===== src/rtl/dff_piso_serializer.sv =====
// Parallel-in/serial-out readout stage: captures a WIDTH-bit word on a valid/ready
// load port and streams it out one bit per accepted beat with complementary outputs.
module dff_piso_serializer #(
    parameter int WIDTH     = 8,
    parameter bit MSB_FIRST = 1'b1
) (
    input  logic             clk,
    input  logic             rst_n,
    input  logic             load_valid,
    output logic             load_ready,
    input  logic [WIDTH-1:0] data_in,
    output logic             ser_valid,
    input  logic             ser_ready,
    output logic             ser_out,
    output logic             ser_out_n,
    output logic             busy,
    output logic             done
);

    localparam int CNT_W = $clog2(WIDTH);

    typedef enum logic [0:0] {
        ST_IDLE  = 1'b0,
        ST_SHIFT = 1'b1
    } state_t;

    state_t             state_r, state_s;
    logic [WIDTH-1:0]   shift_r, shift_s;
    logic [CNT_W-1:0]   cnt_r, cnt_s;
    logic               load_ready_r, load_ready_s;
    logic               ser_valid_r, ser_valid_s;
    logic               busy_r, busy_s;
    logic               done_r, done_s;
    logic               load_acc_s;
    logic               beat_acc_s;

    // Move the word one place toward the output end, filling with zero.
    function automatic logic [WIDTH-1:0] shift_once(input logic [WIDTH-1:0] v);
        logic [WIDTH-1:0] r;
        if (MSB_FIRST) begin
            r = {v[WIDTH-2:0], 1'b0};
        end else begin
            r = {1'b0, v[WIDTH-1:1]};
        end
        return r;
    endfunction

    assign load_acc_s = load_valid && load_ready_r;
    assign beat_acc_s = ser_valid_r && ser_ready;

    // Next-state, datapath and next-output logic.
    always_comb begin
        state_s = state_r;
        shift_s = shift_r;
        cnt_s   = cnt_r;
        done_s  = 1'b0;
        case (state_r)
            ST_IDLE: begin
                if (load_acc_s) begin
                    shift_s = data_in;
                    cnt_s   = CNT_W'(WIDTH - 1);
                    state_s = ST_SHIFT;
                end else begin
                    state_s = ST_IDLE;
                end
            end
            ST_SHIFT: begin
                if (beat_acc_s) begin
                    if (cnt_r == {CNT_W{1'b0}}) begin
                        state_s = ST_IDLE;
                        done_s  = 1'b1;
                    end else begin
                        shift_s = shift_once(shift_r);
                        cnt_s   = cnt_r - CNT_W'(1);
                    end
                end else begin
                    state_s = ST_SHIFT;
                end
            end
            default: begin
                state_s = ST_IDLE;
            end
        endcase
        // Handshake outputs track the upcoming state so they change with it.
        load_ready_s = (state_s == ST_IDLE);
        ser_valid_s  = (state_s == ST_SHIFT);
        busy_s       = (state_s == ST_SHIFT);
    end

    // State, datapath and registered output flags.
    always_ff @(posedge clk or negedge rst_n) begin
        if (!rst_n) begin
            state_r      <= ST_IDLE;
            shift_r      <= {WIDTH{1'b0}};
            cnt_r        <= {CNT_W{1'b0}};
            load_ready_r <= 1'b0;
            ser_valid_r  <= 1'b0;
            busy_r       <= 1'b0;
            done_r       <= 1'b0;
        end else begin
            state_r      <= state_s;
            shift_r      <= shift_s;
            cnt_r        <= cnt_s;
            load_ready_r <= load_ready_s;
            ser_valid_r  <= ser_valid_s;
            busy_r       <= busy_s;
            done_r       <= done_s;
        end
    end

    assign ser_out    = MSB_FIRST ? shift_r[WIDTH-1] : shift_r[0];
    assign ser_out_n  = ~ser_out;
    assign load_ready = load_ready_r;
    assign ser_valid  = ser_valid_r;
    assign busy       = busy_r;
    assign done       = done_r;

endmodule


===== config.mk =====
export PLATFORM = sky130hd
export DESIGN_NAME = dff_piso_serializer
export DESIGN_NICKNAME = d
export VERILOG_FILES = /design/src/rtl/dff_piso_serializer.sv
export SDC_FILE = /design/constraint.sdc
export NUM_CORES = 1
export LEC_CHECK = 0
export BUFFER_PORTS_ARGS = -buffer_cell sky130_fd_sc_hd__buf_2
export CAP_MARGIN = 20
export CORE_MARGIN = 2
export CORE_UTILIZATION = 50
export DETAILED_ROUTE_END_ITERATION = 16
export GPL_ROUTABILITY_DRIVEN = 0
export PLACE_DENSITY = 0.77
export SLEW_MARGIN = 5
export SYNTH_ARGS = -nofsm -noshare
export SYNTH_HDL_FRONTEND = slang
export SYNTH_SLANG_ARGS = --single-unit

===== constraint.sdc =====
create_clock -name clk -period 2.8 [get_ports clk]
set_clock_uncertainty 0.05 [all_clocks]
set_input_delay 0.42 -clock clk [delete_from_list [all_inputs] [get_ports clk]]
set_output_delay 0.42 -clock clk [all_outputs]
set_load 0.02 [all_outputs]

==> impl_metrics.csv, run 1 <==
group,metric,value,unit
critical_path,path_cells,"nand2_2 > o22ai_2 > mux2_2",
global_route,grt_start_max_net_pins,15,
power,vdd_drop_max,0.606,mV
critical_path,cp.required,2920,ps
synth,synth_top_area_frac,0.490,
clocking,ctsLongestPathBuffers,2,
synth,synth-edff-count,0,
synth,ys_warn_count,0,
critical_path,crit_slowest_cell,"dfrtp_1",
synth,synth_top_cells_by_count,"dfrtp_1 (14), mux2_2 (7), mux2_4 (5), inv_1 (4)",
layout,multiInputGateArea,319,sq um
clocking,clockRootBuffer,"clkbuf_4",
critical_path,critPathKind,"flop to flop",
layout,fin_nets,88,
clocking,h-tree-depth,1,
layout,diodes,0,
sta,max_slew_margin,0.580,
detailed_routing,drtIter0Drc,6,
critical_path,startpoint_type,"flop",
power,power.density,1020,nW/um^2
synth,synthesis.nets,68,
placed_design,place_ws,841,ps
clocking,tritoncts,"yes",
global_route,antenna_found_initial,0,
layout,n_fill_cell,108,
detailed_routing,met1Wirelength,571,microns
detailed_routing,antenna_left,0,
clocking,clk_pin_slew,90,ps
synth,yosysMostFrequentCell,"dfrtp_1",
job,drv_cap,0,
layout,drive_gt1_frac,0.534,
floorplan,ioPinCount,18,
synth,synth_cell_type_count,24,
synth,ys_seq_elements,14,
critical_path,cp_max_fo,14,
global_route,grt_pass1_wl,2190,microns
sta,final-hold-violation-count,0,
floorplan,coreArea,1320,sq um
detailed_routing,highest_layer,"met3",
synth,synth_area_leaders,"dfrtp_1 (49%), mux2_2 (11%), mux2_4 (11%), ha_1 (3.5%), buf_6 (3.2%)",
sta,min_period,1960,ps
synth,seq_area_frac_synth,0.490,
layout,synthToLayoutAreaGrowth,16.8,%
floorplan,start_util,0.542,
sta,final-setup-viol-count,0,
global_route,grt_pass1_vias,509,
synth,synth_area,714,sq um
layout,seqCellArea,350,sq um
synth,synth_top_area_cell,"dfrtp_1",
critical_path,end_kind,"flop",
detailed_routing,wl_met2,605,microns
synth,synthCells,54,
synth,synthArstFlopShare,1.00,
clocking,cts_setup_buffers,0,
sta,maxSlewViolCount,0,
sta,worstMarginPinSlew,629,ps
detailed_routing,vias_per_cell,5.08,
global_route,grt-ovfl-total,0,
sta,finalSetupTns,0,ps
synth,ys.flop_type,"dfrtp_1",
detailed_routing,wl_met3,46,microns
synth,synth.avg_cell_area,13.2,sq um
critical_path,crit_arrival,2080,ps
floorplan,fp.dieH,41.8,microns
detailed_routing,wl,1220,microns
sta,rsz0062_at_grt,"false",
sta,finalCritPeriodShare,0.701,
clocking,numCtsBuffers,3,
sta,max_freq,510,MHz
global_route,grt.total_usage,0.168,
clocking,cts.sinks,14,
hold_path,hold_path.class,"input pin to flop",
detailed_routing,drc_errors,0,
critical_path,crit_path_max_incr_delay,670,ps
detailed_routing,first_pass_iters,4,
detailed_routing,vias,447,
floorplan,die_w,41.8,microns
placed_design,port_buffers,17,
outcome,outcome,"completed",
sta,worst_slack,838,ps
placed_design,hpwl,941,microns
floorplan,fp.dieArea,1750,sq um
clocking,clock_latency,270,ps
detailed_routing,wire_per_inst,13.9,microns
power,p_leak,0.431,nW
floorplan,rows,13,
==> sequential cells by signal (all words and copies together), names as in the netlist <==
register,count
busy,1
done,1
shift_r,8
cnt_r,3
load_ready,1
==> metal layers <==
layer,vias to the layer above,track usage
li1,225,-
met1,212,0.223
met2,10,0.275
met3,0,0.0435
met4,0,0.0387
met5,-,0
==> power by group <==
group / internal, W / leakage (nW) / switching [W] / total [W]
Sequential: 0.000279 / 0.173 / 0.0000687 / 0.000347
Clock: 0.0000790 / 0.0210 / 0.0000664 / 0.000145
Combinational: 0.000200 / 0.237 / 0.000156 / 0.000356
==> worst max-delay path: cells and delay by family (launching register included) <==
kind | cells | cell delay (ps)
flops | 1 | 670
mux | 1 | 410
compound gates | 1 | 580
simple gates | 1 | 160
==> cell usage in the layout (no fill, tap or decap) <==
cell / count
buf_2: 17
dfrtp_1: 14
mux2_2: 7
mux2_4: 5
inv_1: 4
clkbuf_4: 3
nor2_1: 2
mux2i_1: 2
ha_1: 2
nand2_2: 1
nor2b_2: 1
and2b_2: 1
a21oi_1: 1
or2_2: 1
nand2_1: 1
o22ai_2: 1
nand4_1: 1
or4_1: 1
o211a_1: 1
nand4b_1: 1
o21ai_0: 1
a2bb2oi_1: 1
or3_2: 1
o21a_1: 1
clkbuf_8: 1
dlygate4sd3_1: 1
==> per-stage QoR <==
step                power (W)  std cells  instance area (sq um)   util  hold WS, ps
detailed placement   0.000710         83                    788  0.598          275
floorplan            0.000644         54                    714      -         74.4
CTS                  0.000857         88                    835  0.633          363
global placement     0.000694         83                    788  0.598          278
global route         0.000912         88                    835  0.633          390
finish               0.000848         88                    835  0.633          367
==> worst paths after layout <==
| path | startpoint | end | slack [ps] | depth (start not counted) |
|---|---|---|---|---|
| worst max-delay path | busy | shift_r[6] | 840 | 3 |
| worst min-delay path | data_in[0] | shift_r[0] | 370 | 3 |
| worst max register to register | busy | shift_r[6] | 840 | 3 |
| max in group asynchronous | rst_n | cnt_r[1] | 1960 | 2 |
| worst min register to register | cnt_r[0] | cnt_r[0] | 450 | 1 |
| min in group asynchronous | rst_n | shift_r[2] | 510 | 2 |
==> cell families (layout without fill, tap and decap cells) <==
family          after synthesis  in the layout  share of synthesized area
mux                          14             14                      0.243
buf+inv                       7             26                     0.0630
simple gates                 11             11                     0.0999
fa+ha+maj                     2              2                     0.0350
compound gates                6              6                     0.0683
flops                        14             14                      0.490
==> final cells by class <==
class / instances / area share
repair buffers: 18 / 0.114
flip-flops and latches: 14 / 0.420
multi-input cells: 33 / 0.382
clock buffers: 4 / 0.0435
well taps: 15 / 0.0225
inverters: 4 / 0.0180
==> what timing repair did <==
item,in CTS,in global routing
endpoints found under the hold margin,14,0
hold buffers,1,0
gates resized for setup,0,0
(Power assumes the default switching activity.)
==> run 2, diff against run 1 <==
clock period = 2 ns   (was 2.8 ns; I/O delays follow)
==> run 2 against run 1 <==
Against the previous run: fmax increased by 18%; routed wire length decreased by 6.0%; final area increased by 1.8%; sequential share of layout area decreased by 0.74 points; highest routed layer is now met4; largest cell class unchanged; largest power group unchanged; hold slack got worse by 130 ps.
==> impl_metrics.csv, run 2 (synthesis results as in run 1) <==
group,metric,value,unit
clocking,clk_pin_slew,90,ps
floorplan,fp.dieArea,1750,sq um
detailed_routing,highest_layer,"met4",
placed_design,dpl_cell_area,803,sq um
detailed_routing,wl_met3,67,microns
layout,diodes,0,
clocking,tritoncts,"yes",
global_route,antenna_found_initial,0,
critical_path,critPathKind,"flop to flop",
critical_path,r2r_setup_slack,340,ps
clocking,postCtsResizedCells,0,
clocking,numCtsBuffers,3,
clocking,ctsHoldBuffers,1,
placed_design,hpwl,860,microns
layout,top_regs,"shift_r: 8 flops, cnt_r: 3 flops",
critical_path,timing.rr.end,"shift_r[6]",
critical_path,crit_arrival,1770,ps
clocking,clockRootBuffer,"clkbuf_4",
floorplan,rows,13,
layout,synthToLayoutAreaGrowth,18.9,%
detailed_routing,wire_per_inst,12.8,microns
hold_path,hold_depth,3,
power,power.density,1410,nW/um^2
sta,finalCritPeriodShare,0.830,
detailed_routing,wl_met2,558,microns
detailed_routing,vias,465,
detailed_routing,drc_errors,0,
critical_path,cp.required,2110,ps
hold_path,hold_path.class,"input pin to flop",
sta,final-setup-viol-count,0,
detailed_routing,vias_per_cell,5.17,
global_route,grt_start_max_net_pins,15,
layout,final_cell_mix,"buf_2 (17), dfrtp_1 (14), mux2_2 (7), mux2_4 (5), inv_1 (4)",
sta,max_slew_margin,0.796,
hold_path,holdCritStartpoint,"data_in[0]",
floorplan,coreArea,1320,sq um
layout,drive_gt1_frac,0.547,
critical_path,reg2regPathDepth,6,
sta,worstMarginPinSlew,306,ps
floorplan,fp.dieH,41.8,microns
sta,fin_hold_ws,235,ps
detailed_routing,first_pass_iters,2,
critical_path,path_cells,"inv_1 > ha_1 > nor2b_2 > o22ai_2 > buf_4 > mux2_2",
sta,finalSetupTns,0,ps
power,vdd_drop_max,0.785,mV
global_route,grt.total_usage,0.162,
floorplan,start_util,0.542,
critical_path,end_kind,"flop",
global_route,grt-ovfl-total,0,
sta,max_freq,602,MHz
clocking,cts.sinks,14,
power,p_leak,0.441,nW
sta,rsz0062_at_grt,"false",
global_route,grt_pass1_vias,475,
sta,min_period,1660,ps
layout,final_area,850,sq um
detailed_routing,drtIter0Drc,6,
job,drv_cap,0,
detailed_routing,antenna_left,0,
clocking,h-tree-depth,1,
layout,final_common_cell,"buf_2",
floorplan,die_w,41.8,microns
layout,fin_nets,90,
floorplan,ioPinCount,18,
hold_path,whs_endpoint,"shift_r[0]",
clocking,cts_setup_buffers,0,
sta,maxSlewViolCount,0,
global_route,grt_pass1_wl,2040,microns
sta,final-hold-violation-count,0,
clocking,ctsLongestPathBuffers,2,
layout,largest_reg_flops,8,
critical_path,startpoint_type,"flop",
critical_path,reg2reg_from,"cnt_r[0]",
placed_design,port_buffers,17,
layout,largest-register,"shift_r",
detailed_routing,wl,1150,microns
clocking,clock_latency,290,ps
outcome,outcome,"completed",
critical_path,crit_path_max_incr_delay,350,ps
detailed_routing,met1Wirelength,508,microns
critical_path,crit_slowest_cell,"dfrtp_1",
critical_path,cp_max_fo,11,
[run 2: cell count changes in the layout (fill, tap and decap cells not counted), sizes merged]
cell	change
buf	+2
[run 2: report_power, final]
group	switching, W	internal, W	total (W)
logic	0.000238	0.000296	0.000534
registers	0.0000728	0.000391	0.000463
clock network	0.0000898	0.000111	0.000201
total	0.000400	0.000798	0.00120
[run 2: how the worst max path moves through the flow]
stage | start | to | slack (ps)
finish | cnt_r[0] | shift_r[6] | 340
global route | cnt_r[0] | shift_r[6] | 260
CTS | cnt_r[0] | shift_r[6] | 330
detailed placement | cnt_r[0] | shift_r[6] | 360
global placement | cnt_r[0] | shift_r[6] | 400
floorplan | cnt_r[0] | shift_r[1] | 470
[run 2: per-layer routing]
metal / track usage / vias up
met4: 0.0968 / 0
met1: 0.199 / 221
li1: - / 230
met3: 0.0652 / 2
met5: 0 / -
met2: 0.238 / 12
[run 2: layout make-up]
class | count | area (sq um)
Clock buffer | 4 | 36.3
Fill cell | 104 | 468
Inverter | 4 | 15.0
Multi-Input combinational cell | 33 | 319
Sequential cell | 14 | 350
Tap cell | 15 | 18.8
Timing Repair Buffer | 20 | 110
[run 2: through the flow]
stage	cells	setup WS, ps	power, W	util
floorplan	54	471	0.000901	-
global placement	85	395	0.000993	0.610
detailed placement	85	360	0.00101	0.610
CTS	90	335	0.00121	0.645
global route	90	256	0.00129	0.645
finish	90	340	0.00120	0.645
[run 2: critical path: cells and delay by family, from the launching register on]
| family | cells | cell delay [ps] |
|---|---|---|
| buf+inv | 2 | 280 |
| flops | 1 | 350 |
| simple gates | 1 | 170 |
| fa+ha+maj | 1 | 190 |
| mux | 1 | 350 |
| compound gates | 1 | 130 |
